### config.mk
export PLATFORM = sky130hd
export DESIGN_NAME = key_conditioner
export DESIGN_NICKNAME = d
export VERILOG_FILES = /design/src/rtl/key_conditioner.sv
export SDC_FILE = /design/constraint.sdc
export NUM_CORES = 1
export LEC_CHECK = 0
export ABC_CLOCK_PERIOD_IN_PS = 3300
export CORE_ASPECT_RATIO = 0.9
export CORE_MARGIN = 5
export CORE_UTILIZATION = 45
export DETAILED_ROUTE_END_ITERATION = 10
export PLACE_DENSITY = 0.64
export SYNTH_ARGS = -nofsm -noshare
export SYNTH_HDL_FRONTEND = slang
export SYNTH_SLANG_ARGS = --single-unit
### constraint.sdc
create_clock -name clk -period 3.3 [get_ports clk]
set_input_delay 0.66 -clock clk [delete_from_list [all_inputs] [get_ports clk]]
set_output_delay 0.66 -clock clk [all_outputs]
set_load 0.02 [all_outputs]
### src/rtl/key_conditioner.sv
// key_conditioner
//   Push-button conditioning. Each key gets a two-flop synchroniser and a
//   debounce counter. Each key then drives a clean level plus one-cycle
//   press and release strobes.
//
//   Optional feature: define KEY_CONDITIONER_AUTOREPEAT_EN to enable
//   per-key auto-repeat. While a key stays down, key_press re-pulses
//   repeat_delay clocks after the accepted press, and then every
//   repeat_period clocks after that.
//
// Ports
//   clk          system clock
//   rst          asynchronous reset, active low
//   key          raw buttons, active high, asynchronous to clk
//   key_level    debounced level per key
//   key_press    one-cycle strobe on an accepted press (or an auto-repeat)
//   key_release  one-cycle strobe on an accepted release
//   any_level    OR of key_level
//   any_press    OR of key_press
module key_conditioner #(
  parameter int w_key           = 4,
  parameter int debounce_cycles = 500000,
  parameter int repeat_delay    = 25000000,
  parameter int repeat_period   = 5000000
) (
  input  logic             clk,
  input  logic             rst,
  input  logic [w_key-1:0] key,
  output logic [w_key-1:0] key_level,
  output logic [w_key-1:0] key_press,
  output logic [w_key-1:0] key_release,
  output logic             any_level,
  output logic             any_press
);

  localparam int CW = $clog2(debounce_cycles);
  localparam logic [CW-1:0] CNT_LAST = CW'(debounce_cycles - 1);

  if (debounce_cycles < 2 || repeat_delay < 1 || repeat_period < 1) begin : g_bad_params
    $error("key_conditioner: debounce_cycles must be >= 2, repeat_delay/repeat_period >= 1");
  end

`ifdef KEY_CONDITIONER_AUTOREPEAT_EN
  localparam int RMAX = (repeat_delay > repeat_period) ? repeat_delay : repeat_period;
  localparam int RW   = $clog2(RMAX + 1);
  localparam logic [RW-1:0] RDLY = RW'(repeat_delay);
  localparam logic [RW-1:0] RPER = RW'(repeat_period);
`endif

  for (genvar i = 0; i < w_key; i++) begin : g_key
    logic          s1;
    logic          s2;
    logic          stable;
    logic          prev;
    logic [CW-1:0] cnt;

    // Stage: synchroniser, debounce counter, previous-level register
    always_ff @(posedge clk or negedge rst) begin
      if (!rst) begin
        s1     <= 1'b0;
        s2     <= 1'b0;
        stable <= 1'b0;
        prev   <= 1'b0;
        cnt    <= '0;
      end else begin
        s1   <= key[i];
        s2   <= s1;
        prev <= stable;
        // Any return of s2 to the accepted level restarts qualification,
        // so a bounce shorter than debounce_cycles never gets through.
        if (s2 == stable) begin
          cnt <= '0;
        end else if (cnt != CNT_LAST) begin
          cnt <= cnt + 1'b1;
        end else begin
          stable <= s2;
          cnt    <= '0;
        end
      end
    end

    assign key_level[i]   = stable;
    assign key_release[i] = ~stable & prev;

`ifdef KEY_CONDITIONER_AUTOREPEAT_EN
    logic [RW-1:0] rcnt;
    logic          rphase;
    logic          rep_hit;

    // rcnt counts the clocks since the last press or repeat pulse. rphase
    // selects the limit: the first-repeat delay first, then the period.
    assign rep_hit = stable & (rcnt == (rphase ? RPER : RDLY));

    // Stage: auto-repeat counter
    always_ff @(posedge clk or negedge rst) begin
      if (!rst) begin
        rcnt   <= '0;
        rphase <= 1'b0;
      end else if (!stable) begin
        rcnt   <= '0;
        rphase <= 1'b0;
      end else if (rep_hit) begin
        rcnt   <= RW'(1);
        rphase <= 1'b1;
      end else begin
        rcnt   <= rcnt + 1'b1;
      end
    end

    assign key_press[i] = (stable & ~prev) | rep_hit;
`else
    assign key_press[i] = stable & ~prev;
`endif
  end

  assign any_level = |key_level;
  assign any_press = |key_press;

endmodule

==> summary.md, run 1 <==
| Metric | Value |
|---|---|
| Status | completed |
| Multi-input gate area | 0.00199 mm2 |
| Slew Viols, Final | 0 |
| Critical path's slowest cell | clkdlybuf4s50_1 |
| Critical setup path kind | register to primary output |
| Ant. Diodes | 0 |
| Crit path max-delay family | simple AND/OR/NAND/NOR gates |
| DRC violations left | 0 |
| Syn. warnings | 0 |
| Post-Syn Instances | 430 |
| Final nets | between 400 and 500 |
| CTS Hold Bufs | 0 |
| Die W | 115 um |
| Clk_lat worst skew | around 0.38 ns |
| Drt total wl | 8.36 mm |
| Min Hold Slack | 0.262 ns |
| Tcrit/Tclk final | 0.822 |
| Relative slew slack | 0.485 |
| Clock period minus final worst setup slack | about 2.7 ns |
| Post-Synthesis Net Count | 440 |
| WL per Instance | about 14 um |
| MaxCap Viol Count | 0 |
| Static leakage | ~2 nW |
| Vias/cell | 5.45 |
| CTS tree | yes |
| GRT Residual Overflow | 0 |
| Final setup viols | 0 |
| DP Wirelength | 5.62 mm |
| Dominant synthesized flop cell | dfrtp_1 |
| Post-cts sizing count | 0 |
| CTS root buf | clkbuf_8 |
| First-pass GRT wire length | 14.5 mm |
| Worst-path clk slew | around 0.1 ns |
| Synth top area share | 0.520 |
| I/O pins | 20 |
| Fmax | 368 MHz |
| Setup TNS | 0 ns |
| Sequential area share after synthesis | 0.520 |
| Largest net degree at the start of global routing | 52 |
| Total track usage | 0.150 |
| Final hold vios | 0 |
| Drt first pass iters | 5 |
| #FFs+latches synth | roughly 90 |
| Critical path required time | ~2.6 ns |
| Port Buf Inserts | 19 |
| Worst clock skew | roughly 0.013 ns |
| H-tree depth | 3 |
| Die Y-Extent | about 100 um |
| Share of cells above drive strength 1 | 0.0730 |
| Via Count | 3148 |
| Netlist cell types | 41 |
| RSZ-0062 raised after global routing | false |
| Clk sinks | 92 |
| Slowest stage delay, CP | 0.55 ns |
| Seq. cell area | 0.00230 mm2 |
| Area of placed instances | between 0.004 and 0.005 mm2 |
| Buf/Inv on CP | 1 |
| Mapped Avg Cell Area | 10.3 um2 |
| Rows | 34 |
| Worst setup EP type | primary output |
| CP max FO | 7 |
| Die area | roughly 0.012 mm2 |
| Fillers | 868 |
| Worst Tran Pin Value | a little under 0.8 ns |
| Final Cell Area | 0.00494 mm2 |
| Synth top area cells | dfrtp_1 52%, xor2_1 5.9%, nor2_1 5.8% |
| Core area | 0.00966 mm2 |
| Postcts setup bufs | 0 |
| Critical Path, Cell by Cell | nor2b_1 > or4_1 > clkdlybuf4s50_1 |
| FFs w/ async S/R, synth | 1.00 |
| Num CTS Buffers | 9 |
| CP Launch Type | register |
| Worst Hold Class | input pin to async pin |
| Area grow syn2layout | 11.6% |
| Pwr dens | 434 mW/mm2 |
| Antenna violations before repair | 0 |
| Vias in the first global route | 3035 |
| Post-synth top area cell | dfrtp_1 |
| Post-Layout Cell Count | 578 |
| Crit path DAT | 2.05 ns |
| GPL Wtd Cong | 0.803 |
| Cell Area, Synth | 0.00442 mm2 |
| Longest Clk Path Bufs | 2 |
| Final Util | 0.511 |
| VDD IR max | 351 uV |
| Number of synthesized flops with an enable pin | 0 |
| Antenna viol nets, final | 0 |
| Post-Place Cells | between 500 and 600 |
| First-iteration detailed-routing DRC count | 113 |
| Initial core utilization | 0.458 |
-- cell type report --
| class | instances | area share |
|---|---|---|
| Sequential cell | 92 | 0.466 |
| Multi-Input combinational cell | 313 | 0.403 |
| Timing Repair Buffer | 20 | 0.0421 |
| Tap cell | 126 | 0.0319 |
| Inverter | 11 | 0.00836 |
| Clock buffer | 10 | 0.0258 |
| Clock inverter | 6 | 0.0228 |
-- cells in the mapped netlist (3+ instances only) --
cell type and instances:
nor2b_1 8, nand3_1 27, or4_1 9, nor2_1 68, inv_1 11, buf_2 5, nand2_1 20, ha_1 4
nor3_1 11, o21ai_0 5, nand4_2 3, a21oi_1 16, buf_4 4, or3_1 4, o41ai_1 3, o31ai_1 6
dfrtp_1 92, nor4b_1 4, and4_1 7, xor2_1 30, nand4_1 21, xnor2_1 26, nand4b_1 3, nor4_1 12
mux2_2 4, and3_1 5, or4b_1 3, o21ai_2 3
-- state kept, by name, summed over array words and instances (netlist names) --
| register | cells |
|---|---|
| g_key.cnt | 76 |
| g_key.prev | 4 |
| g_key.s1 | 4 |
| g_key.s2 | 4 |
| g_key.stable | 4 |
-- worst paths after layout --
check,start,endpoint,slack (ns),depth (start not counted)
worst max-delay path,g_key[3].stable$_DFFE_PN0P_,any_press,0.59,3
worst min-delay path,rst,g_key[2].cnt[15]$_DFF_PN0_,0.26,1
worst max register to register,g_key[1].cnt[0]$_DFF_PN0_,g_key[1].cnt[14]$_DFF_PN0_,1.17,5
worst min register to register,g_key[3].s1$_DFF_PN0_,g_key[3].s2$_DFF_PN0_,0.36,0
max in group asynchronous,rst,g_key[3].cnt[12]$_DFF_PN0_,2.39,2
min in group clk,g_key[3].s1$_DFF_PN0_,g_key[3].s2$_DFF_PN0_,0.36,0
-- cell usage in the layout (no fill, tap or decap), types with 11 or more instances in the layout --
cell and count:
dfrtp_1 92, nor2_1 68, xor2_1 30, nand3_1 27
xnor2_1 26, nand4_1 21, nand2_1 20, clkdlybuf4s50_1 18
a21oi_1 16, nor4_1 12, nor3_1 11, inv_1 11
-- metal layers --
metal,GRT usage,share of wire
met1,0.210,0.49
met4,0.0407,0.013
met2,0.222,0.45
met3,0.0500,0.047
met5,0,0
-- through the flow --
stage / worst slack, ns / power (mW)
2_1_floorplan: 1.37 / 1.22
3_3_place_gp: 1.00 / 1.26
3_5_place_dp: 0.974 / 1.26
4_1_cts: 0.553 / 2.17
5_1_grt: 0.492 / 2.23
6_report: 0.586 / 2.14
-- where the power goes --
group	internal, mW	total (mW)	switching, mW	leakage (nW)
clock network	0.503	0.911	0.408	0.109
registers	1.14	1.16	0.0155	1.26
logic	0.0216	0.0721	0.0505	0.626
total	1.67	2.14	0.474	1.99
-- cell families after synthesis --
kind of cell,after synthesis,synth area share
XOR/XNOR,56,0.111
adder cells (fa/ha/maj),4,0.0113
buffers and inverters,25,0.0300
multiplexers,4,0.0102
flip-flops,92,0.520
AND/OR/NAND/NOR,214,0.264
AO/OA/AOI/OAI,35,0.0529
No activity file was read; power rests on OpenSTA's default activity.
==> inputs of run 2 (changes only) <==
Settings changed: ABC_CLOCK_PERIOD_IN_PS 3300 to 2630.
Clock period 3.3 ns to 2.63 ns, I/O delays scaled along.
==> summary.md, run 2 (synthesis gave the netlist of run 1 again) <==
| Metric | Value |
|---|---|
| Status | completed |
| Crit. Startpoint | g_key[2].stable$_DFFE_PN0P_ |
| DP Wirelength | 5.67 mm |
| Rows | 34 |
| MaxCap Viol Count | 0 |
| Via Count | 3222 |
| Antenna violations before repair | 0 |
| CP Launch Type | register |
| Gate power share | 0.038 |
| H-tree depth | 3 |
| Port Buf Inserts | 19 |
| Pwr dens | 512 mW/mm2 |
| Setup TNS | 0 ns |
| Fmax | 413 MHz |
| Final Cell Area | 0.00493 mm2 |
| First-pass GRT wire length | 14.9 mm |
| Slowest stage delay, CP | 0.55 ns |
| GPL Wtd Cong | around 0.80 |
| Crit path max-delay family | buffers and inverters |
| Area grow syn2layout | 11.5% |
| RSZ-0062 raised after global routing | false |
| Multi-input gate area | around 0.0020 mm2 |
| GRT Residual Overflow | 0 |
| Final hold vios | 0 |
| Ant. Diodes | 0 |
| Commonest non-fill, non-tap cell in the layout | dfrtp_1 |
| Initial core utilization | 0.458 |
| CP max FO | 7 |
| Drt total wl | 8.45 mm |
| Pre-CTS setup slack | 0.451 ns |
| Tot Pwr | 2.53 mW |
| Internal Power | 1.95 mW |
| Critical path required time | 2.10 ns |
| Vias/cell | about 5.5 |
| CTS root buf | clkbuf_8 |
| Num CTS Buffers | 9 |
| Core area | around 0.0097 mm2 |
| I/O pins | 20 |
| Sequential power share | 0.576 |
| Antenna viol nets, final | 0 |
| Worst Hold Class | input pin to async pin |
| Critical Path, Cell by Cell | or4_1 > clkdlybuf4s50_1 |
| Worst-path clk slew | approximately 0.08 ns |
| Drt first pass iters | 5 |
| Die Y-Extent | 104 um |
| Vias in the first global route | 3124 |
| Tcrit/Tclk final | 0.920 |
| Crit path DAT | 1.89 ns |
| CTS tree | yes |
| Final nets | 461 |
| Die area | between 0.01 and 0.015 mm2 |
| Longest Clk Path Bufs | 2 |
| Clk sinks | 92 |
| Worst setup EP type | primary output |
| DRC violations left | 0 |
| Critical path's slowest cell | clkdlybuf4s50_1 |
| Final worst slack | 0.210 ns |
| Sw Share | 0.227 |
| Number of flip-flops in the largest register | 76 |
| WL per Instance | 14.5 um |
| Net Switching | 0.572 mW |
| Clock power share | 0.386 |
| Seq. cell area | 0.00230 mm2 |
| Post-Place Cells | 566 |
| Clk_lat worst skew | ~0.36 ns |
| Clock period minus final worst setup slack | 2.42 ns |
| Fillers | 869 |
| Relative slew slack | 0.601 |
| Most frequent cells in the layout | 92 x dfrtp_1, 68 x nor2_1, 30 x xor2_1 |
| Reg2Reg Launch Point | g_key[2].cnt[0]$_DFF_PN0_ |
| Area of placed instances | 0.00473 mm2 |
| Post-cts sizing count | 0 |
| CTS Hold Bufs | 0 |
| Total track usage | 0.152 |
| Largest net degree at the start of global routing | 48 |
| VDD IR max | 294 uV |
| Die W | 115 um |
| Worst Tran Pin Value | 0.598 ns |
| First-iteration detailed-routing DRC count | 176 |
| Final setup viols | 0 |
| Post-Layout Cell Count | just under 600 |
| Static leakage | 2.02 nW |
| Postcts setup bufs | 0 |
| Biggest register | g_key.cnt |
| Share of cells above drive strength 1 | 0.0811 |
| Worst clock skew | 0.00734 ns |
| Worst r2r path cells | 6 |
| Buf/Inv on CP | 1 |
| Critical setup path kind | register to primary output |
| Slew Viols, Final | 0 |
| Number of cells on the critical path | 2 |
## run 2: area by class of cell
cell class,count,share of cell area
flip-flops and latches,92,0.467
multi-input cells,313,0.403
repair buffers,24,0.0487
well taps,126,0.0320
clock buffers,12,0.0314
clock inverters,4,0.00964
inverters,11,0.00837
## run 2: final timing paths
kind / to / slack [ns]
setup / recovery: any_level / 0.21
hold / removal: g_key[2].cnt[15]$_DFF_PN0_ / 0.16
setup reg to reg: g_key[2].cnt[18]$_DFF_PN0_ / 0.64
hold reg to reg: g_key[2].s2$_DFF_PN0_ / 0.35
max in group asynchronous: g_key[1].cnt[7]$_DFF_PN0_ / 1.82
min in group clk: g_key[2].s2$_DFF_PN0_ / 0.35
## run 2: routing by layer
layer  routed length [um]  global-route usage  up-vias  part of all wire
met4                  130              0.0517        0             0.015
met2                 3810               0.227       51              0.45
met5                    0                   0        -                 0
met1                 4210               0.216     1596              0.50
li1                     -                   -     1566                 -
met3                  300              0.0361        9             0.036
## run 2: through the flow
step / util / hold WS, ns
finish: 0.511 / 0.159
global route: 0.511 / 0.211
CTS: 0.511 / 0.173
detailed placement: 0.490 / 0.336
global placement: 0.490 / 0.333
floorplan: - / 0.230
## run 2: power groups by stage
stage / sequential (mW) / clock [mW] / combinational, mW
finish: 1.45 / 0.976 / 0.0966
floorplan: 1.48 / 0 / 0.0470
detailed placement: 1.48 / 0 / 0.0998
global placement: 1.48 / 0 / 0.0982
CTS: 1.45 / 1.01 / 0.100
global route: 1.46 / 1.06 / 0.113
==> inputs of run 3 (changes only) <==
Settings changed: CORE_ASPECT_RATIO 0.9 to 0.7, MAX_ROUTING_LAYER set to met4.
==> summary.md, run 3 (synthesis gave the netlist of run 1 again) <==
| Metric | Value |
|---|---|
| Clk sinks | 92 |
| Final setup viols | 0 |
| R2R setup slack | 0.66 ns |
| Initial core utilization | 0.459 |
| Drt total wl | approximately 8.5 mm |
| CP Launch Type | register |
| Critical setup path kind | register to primary output |
| Post-Layout Cell Count | 584 |
| Num CTS Buffers | 9 |
| DP Wirelength | about 5.8 mm |
| Commonest non-fill, non-tap cell in the layout | dfrtp_1 |
| Number of flip-flops in the largest register | 76 |
| Total track usage | 0.161 |
| Via Count | 3167 |
| H-tree depth | 3 |
| Die area | 0.0119 mm2 |
| CTS tree | yes |
| Pwr dens | 583 mW/mm2 |
| Die Y-Extent | approximately 93 um |
| Core area | 0.00965 mm2 |
| Largest net degree at the start of global routing | 69 |
| DRC violations left | 0 |
| Postcts setup bufs | 0 |
| WL per Instance | 14.6 um |
| Worst Hold Class | input pin to async pin |
| Slowest stage delay, CP | 0.55 ns |
| Clk_lat worst skew | 0.35 ns |
| Final nets | between 400 and 500 |
| Status | completed |
| Worst-path clk slew | 0.07 ns |
| Gate power share | 0.033 |
| Static leakage | 2.08 nW |
| Critical path's slowest cell | or4_1 |
| Critical Path, Cell by Cell | or4_1 > clkdlybuf4s50_1 |
| Internal Power | 2.31 mW |
| Worst Tran Pin Value | 0.446 ns |
| Tcrit/Tclk final | 0.919 |
| Final hold vios | 0 |
| CTS Hold Bufs | 0 |
| Post-cts sizing count | 0 |
| First-pass GRT wire length | 14.6 mm |
| Antenna viol nets, final | 0 |
| Drt first pass iters | 4 |
| GPL Wtd Cong | 0.805 |
| GRT Residual Overflow | 0 |
| Clock power share | 0.474 |
| Vias/cell | 5.42 |
| Sequential power share | 0.494 |
| Setup TNS | 0 ns |
| First-iteration detailed-routing DRC count | 150 |
| Relative slew slack | 0.703 |
| I/O pins | 20 |
| Critical path required time | 2.10 ns |
| Post-Place Cells | 568 |
| Net Switching | 0.641 mW |
| CTS root buf | clkbuf_16 |
| Die W | about 130 um |
| RSZ-0062 raised after global routing | false |
| Worst setup EP type | primary output |
| Most frequent cells in the layout | 92 x dfrtp_1, 68 x nor2_1, 30 x xor2_1 |
| Vias in the first global route | a little under 3000 |
| Fmax | around 410 MHz |
| Port Buf Inserts | 19 |
| Clock period minus final worst setup slack | 2.42 ns |
| CP max FO | 7 |
| Crit path max-delay family | simple AND/OR/NAND/NOR gates |
| Worst clock skew | 0.00713 ns |
| Crit path DAT | 1.89 ns |
| Antenna violations before repair | 0 |
| Biggest register | g_key.cnt |
| Rows | 30 |
| Share of cells above drive strength 1 | 0.0833 |
| Slew Viols, Final | 0 |
| VDD IR max | 386 uV |
| MaxCap Viol Count | 0 |
| Sw Share | 0.218 |
| Ant. Diodes | 0 |
| Longest Clk Path Bufs | 2 |
| Area grow syn2layout | 14.3% |
| Buf/Inv on CP | 1 |
## run 3: cell count changes in the layout (fill, tap and decap cells not counted)
cell / delta
clkbuf_8: -11
clkbuf_16: +9
clkinv_4: +3
bufinv_16: +1
clkbuf_1: -1
clkinv_2: -1
clkinvlp_4: -1
inv_6: +1
## run 3: area by class of cell
| type | count | area, um2 |
|---|---|---|
| Fill cell | 843 | 4590 |
| Sequential cell | 92 | 2300 |
| Multi-Input combinational cell | 313 | 1990 |
| Timing Repair Buffer | 24 | 240 |
| Clock buffer | 9 | 225 |
| Tap cell | 128 | 160 |
| Clock inverter | 7 | 100 |
| Inverter | 11 | 41.3 |
## run 3: worst paths after layout
check                                             from                    endpoint  cells after the start
max                        g_key[2].stable$_DFFE_PN0P_                   any_level                      2
min                                                rst  g_key[2].cnt[17]$_DFF_PN0_                      1
max reg2reg                  g_key[2].cnt[0]$_DFF_PN0_  g_key[2].cnt[18]$_DFF_PN0_                      5
min reg2reg                      g_key[1].s1$_DFF_PN0_       g_key[1].s2$_DFF_PN0_                      0
max in group asynchronous                          rst   g_key[0].cnt[0]$_DFF_PN0_                      2
min in group clk                 g_key[1].s1$_DFF_PN0_       g_key[1].s2$_DFF_PN0_                      0
## run 3: per-stage QoR
step	cell area, um2	power [mW]	utilization	hold slack [ns]	setup slack, ns
5_1_grt	5060	3.07	0.524	0.104	0.151
6_report	5060	2.95	0.524	0.0787	0.214
3_3_place_gp	4730	1.58	0.490	0.334	0.449
2_1_floorplan	4420	1.52	-	0.230	0.830
3_5_place_dp	4730	1.58	0.490	0.335	0.420
4_1_cts	5060	2.99	0.524	0.0849	0.0420
## run 3: power groups by stage
stage | clock, mW | sequential (mW) | combinational [mW]
finish | 1.40 | 1.46 | 0.0958
global route | 1.50 | 1.46 | 0.111
CTS | 1.43 | 1.46 | 0.0999
detailed placement | 0 | 1.48 | 0.0992
global placement | 0 | 1.48 | 0.0977
floorplan | 0 | 1.48 | 0.0470
## run 3: routing by layer
layer | GRT usage | up-vias | wire [um]
li1 | - | 1572 | -
met1 | 0.216 | 1549 | 4260
met2 | 0.234 | 36 | 3860
met3 | 0.0519 | 10 | 278
met4 | 0.0481 | 0 | 94
met5 | - | - | 0
## run 3: worst register-to-register path, stage by stage (launching register included)
cell     delay (ns)
dfrtp_1        0.42
ha_1           0.25
and4_1         0.29
nand4_1        0.25
or4b_1         0.54
a21oi_1        0.16
